[config.mk]
export PLATFORM = sky130hd
export DESIGN_NAME = openserdes_tx_scheduler
export DESIGN_NICKNAME = d
export VERILOG_FILES = /design/src/rtl/openserdes_tx_scheduler.sv
export SDC_FILE = /design/constraint.sdc
export NUM_CORES = 1
export LEC_CHECK = 0
export BUFFER_PORTS_ARGS = -buffer_cell sky130_fd_sc_hd__buf_2
export CAP_MARGIN = 20
export CORE_AREA = 3 3 498 500
export CTS_BUF_LIST = sky130_fd_sc_hd__clkbuf_16
export CTS_CLUSTER_DIAMETER = 30
export DETAILED_ROUTE_END_ITERATION = 10
export DIE_AREA = 0 0 501 503
export HOLD_SLACK_MARGIN = 0.02
export PLACE_DENSITY = 0.3
export SLEW_MARGIN = 25
export SYNTH_ARGS = -nofsm -noshare
export SYNTH_HDL_FRONTEND = slang
export SYNTH_SLANG_ARGS = --single-unit
export TNS_END_PERCENT = 10
[constraint.sdc]
create_clock -name CLK -period 2.3 [get_ports CLK]
set_clock_uncertainty 0.1 [all_clocks]
set_input_delay 0 -clock CLK [delete_from_list [all_inputs] [get_ports CLK]]
set_output_delay 0 -clock CLK [all_outputs]
set_load 0.02 [all_outputs]
[src/rtl/openserdes_tx_scheduler.sv]
// openserdes_tx_scheduler: round-robin scheduler sharing one serializer; define OPENSERDES_SCHED_TIMEOUT_EN for the SEND watchdog.
module openserdes_tx_scheduler #(
  parameter int NUM_REQ        = 4,
  parameter int WIDTH          = 256,
  parameter int GAP_CYCLES     = 2,
  parameter int TIMEOUT_CYCLES = 1024,
  localparam int IW            = (NUM_REQ > 1) ? $clog2(NUM_REQ) : 1
) (
  input  logic                     CLK,
  input  logic                     RESET,
  input  logic [NUM_REQ-1:0]       REQ_VALID,
  input  logic [NUM_REQ*WIDTH-1:0] REQ_DATA,
  output logic [NUM_REQ-1:0]       REQ_ACK,
  output logic                     SER_READY,
  output logic [WIDTH-1:0]         SER_DATA,
  input  logic                     SER_COMPLETE,
  output logic [IW-1:0]            GRANT_ID,
  output logic                     BUSY,
  output logic                     FRAME_DONE,
  output logic                     TIMEOUT_ERR
);
  localparam int GW = (GAP_CYCLES > 1) ? $clog2(GAP_CYCLES) : 1;
  localparam logic [GW-1:0] GAP_LAST = GW'((GAP_CYCLES > 0) ? GAP_CYCLES - 1 : 0);
  typedef enum logic [1:0] {IDLE, SEND, GAP} state_t;
  state_t state_q, state_d;
  logic [IW-1:0] last_q, last_d, gid_q, gid_d, pick;
  logic [GW-1:0] gap_q, gap_d;
  logic [NUM_REQ-1:0] ack_q, ack_d;
  logic [WIDTH-1:0] data_q, data_d;
  logic ready_q, ready_d, done_q, done_d, busy_q, busy_d, comp_q, found, rise, tmo;
  logic [WIDTH-1:0] words [NUM_REQ];

  for (genvar i = 0; i < NUM_REQ; i++) begin : g_word
    assign words[i] = REQ_DATA[WIDTH*i +: WIDTH];
  end

  function automatic logic [IW-1:0] rr_idx(input logic [IW-1:0] base, input int k);
    return IW'((int'(base) + k) % NUM_REQ);
  endfunction

  // Round-robin search starting just after the previous winner, wrapping to 0.
  always_comb begin
    found = 1'b0;
    pick = '0;
    for (int k = 1; k <= NUM_REQ; k++) begin
      if (!found && REQ_VALID[rr_idx(last_q, k)]) begin
        found = 1'b1;
        pick = rr_idx(last_q, k);
      end
    end
  end

  assign rise = SER_COMPLETE & ~comp_q;

`ifdef OPENSERDES_SCHED_TIMEOUT_EN
  localparam int TW = (TIMEOUT_CYCLES > 1) ? $clog2(TIMEOUT_CYCLES) : 1;
  logic [TW-1:0] to_q, to_d;
  logic err_q, err_d;
  // Watchdog: count SEND cycles; expire on the last allowed cycle without a completion edge.
  always_comb begin
    to_d = (state_q == SEND) ? to_q + TW'(1) : '0;
    tmo = (state_q == SEND) && !rise && (to_q == TW'(TIMEOUT_CYCLES - 1));
    err_d = err_q | tmo;
  end
  assign TIMEOUT_ERR = err_q;
`else
  // No watchdog: SEND waits for the completion edge indefinitely.
  assign tmo = 1'b0;
  assign TIMEOUT_ERR = tmo && (TIMEOUT_CYCLES > 0);
`endif

  // Next state and registered outputs for IDLE/SEND/GAP.
  always_comb begin
    state_d = state_q;
    last_d = last_q;
    gid_d = gid_q;
    gap_d = gap_q;
    ack_d = '0;
    ready_d = ready_q;
    data_d = data_q;
    done_d = 1'b0;
    case (state_q)
      IDLE: if (found) begin
        state_d = SEND;
        last_d = pick;
        gid_d = pick;
        ack_d[pick] = 1'b1;
        ready_d = 1'b1;
        data_d = words[pick];
      end
      SEND: if (rise || tmo) begin
        state_d = (GAP_CYCLES > 0) ? GAP : IDLE;
        gap_d = GAP_LAST;
        ready_d = 1'b0;
        data_d = '0;
        done_d = rise;
      end
      GAP: begin
        state_d = (gap_q == '0) ? IDLE : GAP;
        gap_d = gap_q - GW'(1);
      end
      default: state_d = IDLE;
    endcase
    busy_d = (state_d != IDLE);
  end

  // State and output registers; async reset aborts any frame in flight.
  always_ff @(posedge CLK or negedge RESET) begin
    if (!RESET) begin
      state_q <= IDLE;
      last_q <= IW'(NUM_REQ - 1);
      gid_q <= '0;
      gap_q <= '0;
      ack_q <= '0;
      ready_q <= 1'b0;
      data_q <= '0;
      done_q <= 1'b0;
      busy_q <= 1'b0;
      comp_q <= 1'b0;
`ifdef OPENSERDES_SCHED_TIMEOUT_EN
      to_q <= '0;
      err_q <= 1'b0;
`endif
    end else begin
      state_q <= state_d;
      last_q <= last_d;
      gid_q <= gid_d;
      gap_q <= gap_d;
      ack_q <= ack_d;
      ready_q <= ready_d;
      data_q <= data_d;
      done_q <= done_d;
      busy_q <= busy_d;
      comp_q <= SER_COMPLETE;
`ifdef OPENSERDES_SCHED_TIMEOUT_EN
      to_q <= to_d;
      err_q <= err_d;
`endif
    end
  end

  assign REQ_ACK = ack_q;
  assign SER_READY = ready_q;
  assign SER_DATA = data_q;
  assign GRANT_ID = gid_q;
  assign BUSY = busy_q;
  assign FRAME_DONE = done_q;
endmodule

==> results of run 1 <==
## final cells by class
cell class,instances,share of cell area [%]
Clock inverter,98,1.747
Multi-Input combinational cell,1326,23.54
Sequential cell,271,14.14
Timing Repair Buffer,2820,46.02
Clock buffer,113,5.893
Antenna cell,51,0.2660
Tap cell,3202,8.350
Inverter,5,0.03912
## kinds of logic (layout without fill, tap and decap cells)
| logic type | after synthesis | count (layout) | synth area share [%] |
|---|---|---|---|
| simple gates | 546 | 546 | 14.24 |
| mux | 513 | 513 | 28.28 |
| flops | 271 | 271 | 35.18 |
| compound gates | 266 | 266 | 13.59 |
| buf+inv | 233 | 3036 | 8.694 |
| other cells | 1 | 52 | 0.01945 |
## worst max-delay path, stage by stage (launching register included)
cell and delay, ps:
sky130_fd_sc_hd__dfstp_2 540, sky130_fd_sc_hd__mux2i_1 210, sky130_fd_sc_hd__o22ai_2 130, sky130_fd_sc_hd__a21oi_4 150
sky130_fd_sc_hd__buf_12 150, sky130_fd_sc_hd__buf_16 190, sky130_fd_sc_hd__buf_16 220, sky130_fd_sc_hd__mux2_4 320
sky130_fd_sc_hd__a221o_1 290
## flip-flops by register name, indices dropped and copies added, names as in the netlist
signal      flops
gap_q           1
GRANT_ID        2
SER_READY       1
last_q          2
BUSY            1
FRAME_DONE      1
state_q         2
SER_DATA      256
REQ_ACK         4
comp_q          1
## path summary, 6_finish.rpt
check,to,cells past startpoint
worst max-delay path,SER_DATA[24],8
worst min register to register,SER_DATA[137],1
max in group asynchronous,SER_DATA[16],3
worst max register to register,SER_DATA[24],8
worst min-delay path,SER_DATA[243],4
min in group asynchronous,SER_DATA[113],3
## synth_stat cells, types with 2 or more instances
| master | instances | area [sq um] |
|---|---|---|
| sky130_fd_sc_hd__buf_6 | 84 | 945.9 |
| sky130_fd_sc_hd__nand2_1 | 7 | 26.28 |
| sky130_fd_sc_hd__or2_2 | 4 | 25.02 |
| sky130_fd_sc_hd__buf_2 | 80 | 400.4 |
| sky130_fd_sc_hd__nor2b_1 | 3 | 18.77 |
| sky130_fd_sc_hd__clkbuf_1 | 45 | 168.9 |
| sky130_fd_sc_hd__a221o_1 | 255 | 2552 |
| sky130_fd_sc_hd__nand3_1 | 510 | 2552 |
| sky130_fd_sc_hd__o21ai_0 | 3 | 15.01 |
| sky130_fd_sc_hd__dfrtp_1 | 269 | 6731 |
| sky130_fd_sc_hd__a21oi_1 | 3 | 15.01 |
| sky130_fd_sc_hd__mux2_2 | 179 | 2016 |
| sky130_fd_sc_hd__mux2i_1 | 258 | 2582 |
| sky130_fd_sc_hd__buf_4 | 19 | 142.6 |
| sky130_fd_sc_hd__nor3_1 | 3 | 15.01 |
| sky130_fd_sc_hd__mux2_1 | 76 | 855.8 |
| sky130_fd_sc_hd__dfstp_2 | 2 | 52.55 |
| sky130_fd_sc_hd__nor2_1 | 11 | 41.29 |
| sky130_fd_sc_hd__nand2b_1 | 2 | 12.51 |
| sky130_fd_sc_hd__inv_1 | 5 | 18.77 |
## metrics by stage
stage | cell area, sq um | power [mW] | util (%) | hold WS [ps] | std cells
floorplan | 19280 | 20.55 | - | -395.6 | 1830
global route | 47910 | 52.41 | 19.68 | 73.82 | 7859
finish | 47980 | 49.64 | 19.71 | 100.2 | 7886
detailed placement | 30840 | 32.16 | 12.67 | 13.84 | 6373
CTS | 47720 | 50.64 | 19.60 | 20.51 | 7832
global placement | 30840 | 32.21 | 12.67 | 11.64 | 6373
## layer usage
metal	track usage (%)	vias up	part of all wire (%)	wire [um]
li1	-	12720	-	-
met1	19.26	13520	42	86670
met2	23.85	1517	43	88680
met3	5.851	399	9.8	20110
met4	6.126	98	4.0	8127
met5	0	-	0.30	616
## timing repair
| action | 4_1_cts | 5_1_grt |
|---|---|---|
| resized for setup | 135 | 33 |
| setup buffers | 15 | 3 |
| endpoints found under the hold margin | 540 | 0 |
| gates cloned | 5 | 1 |
| pin swaps | 2 | 3 |
| endpoints found under the setup margin | 256 | 256 |
| hold buffers | 1228 | 0 |
## where the power goes
part           switching, mW  total, mW  internal, mW  leakage [nW]
clock                   4.55       14.6          10.1          1.88
sequential              1.58       8.44          6.86          3.43
combinational           15.2       26.6          11.4          16.4
==> impl_metrics.toml, run 1 <==
[hold_path]
holdCritPathClass = "input pin to flip-flop"
min-delay-start = "REQ_DATA[755]"

[place]
hpwl_um = 168000
gp_congestion = 0.8775
numPortBuffers = 1295
preCtsSetupSlack_ps = -426.9

[sta]
timing.final.crit_period_ps = 2528
timing.final.hold_violations = 0
setup_total_negative_slack_ps = -38260
grt_setup_unrepaired = "true"
slew_violations = 0
timing_worst_slew_pin_value_ps = 664.0
fmax_mhz = 395.6
timing.final.crit_share_pct = 109.9
setup_ws_ps = -228.1
setup_viol = 252
relSlewSlack_pct = 55.74

[status]
status = "finished, violations left"
violations = "negative setup slack"

[cts]
worst_skew_pair.late_latency_ps = 680
cts_inserted_buffers = 112
tritoncts = "yes"
clock_slew_at_the_register_clock_pins_of_the_worst_setup_and_hold_paths_ps = 40
cts-htree-levels = 3
cts_root_buffer = "sky130_fd_sc_hd__clkbuf_16"
tritoncts_num_sinks = 271
clock_tree.buffer_depth = 3

[power]
power.ir.vdd_worst_mv = 0.5301
powerDensity_mw_per_mm2 = 1035
power.static_leakage_nw = 21.75

[routing]
drt_first_iter_violations = 2021
final_antenna_net_count = 0
post_detailed_route_wirelength_per_cell_um = 25.89
avgViaCountPerCell = 3.583
route.vias.total = 28260
drc = 0
detail_route.wirelength_um = 204200
drtPass1Iterations = 6

[grt]
grt_max_degree = 49
first_pass_grt_wire_length_um = 263800
grt_use_total_pct = 15.44
initial_antenna_violation_count = 157
number_of_global_route_vias_before_repair = 29770
globalRouteOverflowTotal = 0

[yosys]
synth_sequential_area_ratio_pct = 35.18
synth.lib_cells_used.distinct = 32
syn-cell-area_sq_mm = 0.01928
yosysWarnings = 0
yosys_most_used_dff = "sky130_fd_sc_hd__dfrtp_1"
synth_enable_flop_cells = 0
register_bit_total_from_synthesis = 271
syn_nets = 2861
instance_count_of_the_mapped_netlist = 1830
syn-mean-instance-area_sq_um = 10.54
async_reset_ff_share_pct = 100.0

[die]
floorplan.initialDensity_pct = 7.921
die_w_um = 501
floorplan.rows = 181
die-area_sq_mm = 0.2520
placeable_core_area_sq_mm = 0.2435
die-height_um = 503
ios = 1297

[worst_setup_path]
worstSetupEndpointType = "flip-flop"
critical_path.max_fanout = 22
worstSetupStartpoint = "last_q[1]"
r2r_setup_slack_ps = -230
rr_startpoint = "last_q[1]"
crit_path_start_kind = "flip-flop"
path_class = "flip-flop to flip-flop"
timing.critical_path.arrival_ps = 3020
cp_data_required_time_ps = 2790

[finish]
fillerInstances = 26820
areaGrowthSynthToFinish_pct = 148.8
layout-drive-gt1-share_pct = 42.69
multiInputGateArea_sq_mm = 0.01130
final_cell_mix = "1294 x sky130_fd_sc_hd__buf_2, 1227 x sky130_fd_sc_hd__dlygate4sd3_1, 509 x sky130_fd_sc_hd__nand3_1"
nNetsFinal = 5567
commonest_non_fill_non_tap_cell_in_the_layout = "sky130_fd_sc_hd__buf_2"
area.sequential_sq_mm = 0.006784

[run]
drv_cap = 0
(Power assumes the default switching activity.)
==> run 2, diff against run 1 <==
CELL_PAD_IN_SITES_DETAIL_PLACEMENT = 0   (was unset)
CELL_PAD_IN_SITES_GLOBAL_PLACEMENT = 1   (was unset)
CORE_AREA = 3 3 507 509   (was 3 3 498 500)
DIE_AREA = 0 0 510 512   (was 0 0 501 503)
==> run 2 against run 1 <==
- the flow still finishes with violations (negative setup slack)
- design area up 4.0%
- global-route usage down 0.49 points
- die area up 3.6%
- clock-buffer cell count up 6
- via count down 0.40%
- core utilization about the same
- combinational power up 7.5%
- register-to-register slack worse by 80 ps
- highest routed layer unchanged
==> impl_metrics.toml, run 2 (same netlist as run 1, synthesis figures left out) <==
[die]
ios = 1297
floorplan.initialDensity_pct = 7.609
die_w_um = 510
die-area_sq_mm = 0.2611
placeable_core_area_sq_mm = 0.2535
floorplan.rows = 185
die-height_um = 512

[cts]
cts-htree-levels = 3
worst_skew_pair.late_latency_ps = 720
cts_root_buffer = "sky130_fd_sc_hd__clkbuf_16"
clock_slew_at_the_register_clock_pins_of_the_worst_setup_and_hold_paths_ps = 40
cts_inserted_buffers = 119
clock_tree.buffer_depth = 3
tritoncts = "yes"
tritoncts_num_sinks = 271

[worst_setup_path]
rr_startpoint = "last_q[1]"
worstSetupStartpoint = "last_q[1]"
timing.critical_path.arrival_ps = 3130
crit_path_start_kind = "flip-flop"
path_class = "flip-flop to flip-flop"
reg2reg_to = "SER_DATA[17]"
worstSetupEndpointType = "flip-flop"
critical_path.max_fanout = 13
r2r_cells = 9
cp_data_required_time_ps = 2810
r2r_setup_slack_ps = -310
worstSetupEndpoint = "SER_DATA[17]"

[grt]
grt_use_total_pct = 14.95
grtUsageMet1_pct = 17.93
globalRoute.busiestLayer = "met2"
first_pass_grt_wire_length_um = 266500
initial_antenna_violation_count = 129
grtUsageMet3_pct = 6.839
global_route.usage.met2_pct = 23.34
number_of_global_route_vias_before_repair = 30370
grt_max_degree = 57
globalRouteOverflowTotal = 0

[finish]
layout-drive-gt1-share_pct = 43.28
postLayoutCellArea_sq_mm = 0.04990
nNetsFinal = 5673
areaGrowthSynthToFinish_pct = 158.8
fillerInstances = 28230
commonest_non_fill_non_tap_cell_in_the_layout = "sky130_fd_sc_hd__buf_2"
largest_register_ff_count = 256
final_cell_mix = "1294 x sky130_fd_sc_hd__buf_2, 1288 x sky130_fd_sc_hd__dlygate4sd3_1, 505 x sky130_fd_sc_hd__nand3_1"

[routing]
detail_route.wirelength_um = 204800
route.vias.total = 28150
post_detailed_route_wirelength_per_cell_um = 25.13
final_antenna_net_count = 0
drt_first_iter_violations = 1618
avgViaCountPerCell = 3.454
drtPass1Iterations = 7
drc = 0

[sta]
timing.final.crit_period_ps = 2612
setup_total_negative_slack_ps = -58980
hold_worst_slack_ps = 100.6
timing.final.hold_violations = 0
relSlewSlack_pct = 65.50
setup_viol = 256
setup_ws_ps = -312.3
grt_setup_unrepaired = "true"
timing_worst_slew_pin_value_ps = 517.5
fmax_mhz = 382.8
timing.final.crit_share_pct = 113.6
slew_violations = 0

[power]
power_report.internal_total_mw = 28.99
powerDensity_mw_per_mm2 = 1024
swShare_pct = 43.24
clockPowerShare_pct = 27.5
p_switching_mw = 22.09
p_comb_share_pct = 55.9
power.static_leakage_nw = 22.93
power.share.sequential_pct = 16.6
power.ir.vdd_worst_mv = 0.5907

[place]
gp_congestion = 0.8337
place_area_sq_mm = 0.03116
hpwl_um = 168200
numPortBuffers = 1295

[status]
status = "finished, violations left"
violations = "negative setup slack"

[hold_path]
worstHoldPathCells = 4
holdCritPathClass = "input pin to flip-flop"

[run]
drv_cap = 0
==> run 2: cell count changes in the layout (fill, tap and decap cells not counted), sizes merged <==
cell,change
inv,+15
dlygate4sd3,+61
diode,-12
buf,+32
clkinv,+2
clkinvlp,-1
bufinv,-10
bufbuf,+1
clkbuf,+11
==> run 2: cell type report <==
cell class | instances | area, sq um | area share (%)
Tap cell | 3366 | 4212 | 8.439
Timing Repair Buffer | 2919 | 23500 | 47.08
Clock buffer | 119 | 2978 | 5.967
Multi-Input combinational cell | 1326 | 11710 | 23.47
Antenna cell | 39 | 97.59 | 0.1956
Sequential cell | 271 | 6784 | 13.59
Inverter | 5 | 18.77 | 0.03761
Clock inverter | 104 | 606.8 | 1.216
==> run 2: metrics by stage <==
step	setup WS [ps]	total power [mW]	utilization, %	std cells
floorplan	72.22	20.55	-	1830
global placement	-521.1	32.57	12.29	6530
detailed placement	-522.9	32.48	12.29	6530
CTS	-356.9	51.17	19.34	8082
global route	-423.6	53.94	19.67	8132
finish	-312.3	51.08	19.69	8149
==> run 2: power groups by stage <==
stage | Clock (mW) | Combinational (mW) | Sequential, mW
after floorplan | 0 | 10.2 | 10.3
after global placement | 0 | 24.0 | 8.56
after detailed placement | 0 | 24.0 | 8.52
after CTS | 14.6 | 28.1 | 8.53
after global routing | 14.8 | 30.4 | 8.74
final | 14.1 | 28.6 | 8.46
==> run 2: what timing repair did <==
action	CTS	global route
setup buffers	29	22
endpoints found under the hold margin	539	0
cloned	12	6
resized for setup	184	125
pin swaps	8	3
hold buffers	1289	0
setup endpoints to repair	256	256
==> run 2: worst min path at each step <==
| stage | start | endpoint |
|---|---|---|
| 2_1_floorplan | RESET | BUSY |
| 3_3_place_gp | RESET | SER_DATA[6] |
| 3_5_place_dp | RESET | SER_DATA[6] |
| 4_1_cts | REQ_DATA[174] | SER_DATA[174] |
| 5_1_grt | REQ_DATA[530] | SER_DATA[18] |
| 6_report | REQ_DATA[531] | SER_DATA[19] |
==> run 2: layer usage <==
layer / vias to the layer above / wire [um]
met5: - / 875
met4: 102 / 7347
met3: 362 / 22190
met2: 1332 / 89200
met1: 13410 / 85170
li1: 12940 / -
==> run 2: critical path: stages, from the launching register on <==
cell                      delay, ps
sky130_fd_sc_hd__dfstp_2        520
sky130_fd_sc_hd__mux2i_1        220
sky130_fd_sc_hd__o22ai_2        120
sky130_fd_sc_hd__a21oi_4        170
sky130_fd_sc_hd__buf_6          140
sky130_fd_sc_hd__buf_16         170
sky130_fd_sc_hd__buf_12         190
sky130_fd_sc_hd__buf_12         170
sky130_fd_sc_hd__mux2_4         320
sky130_fd_sc_hd__a221o_1        300
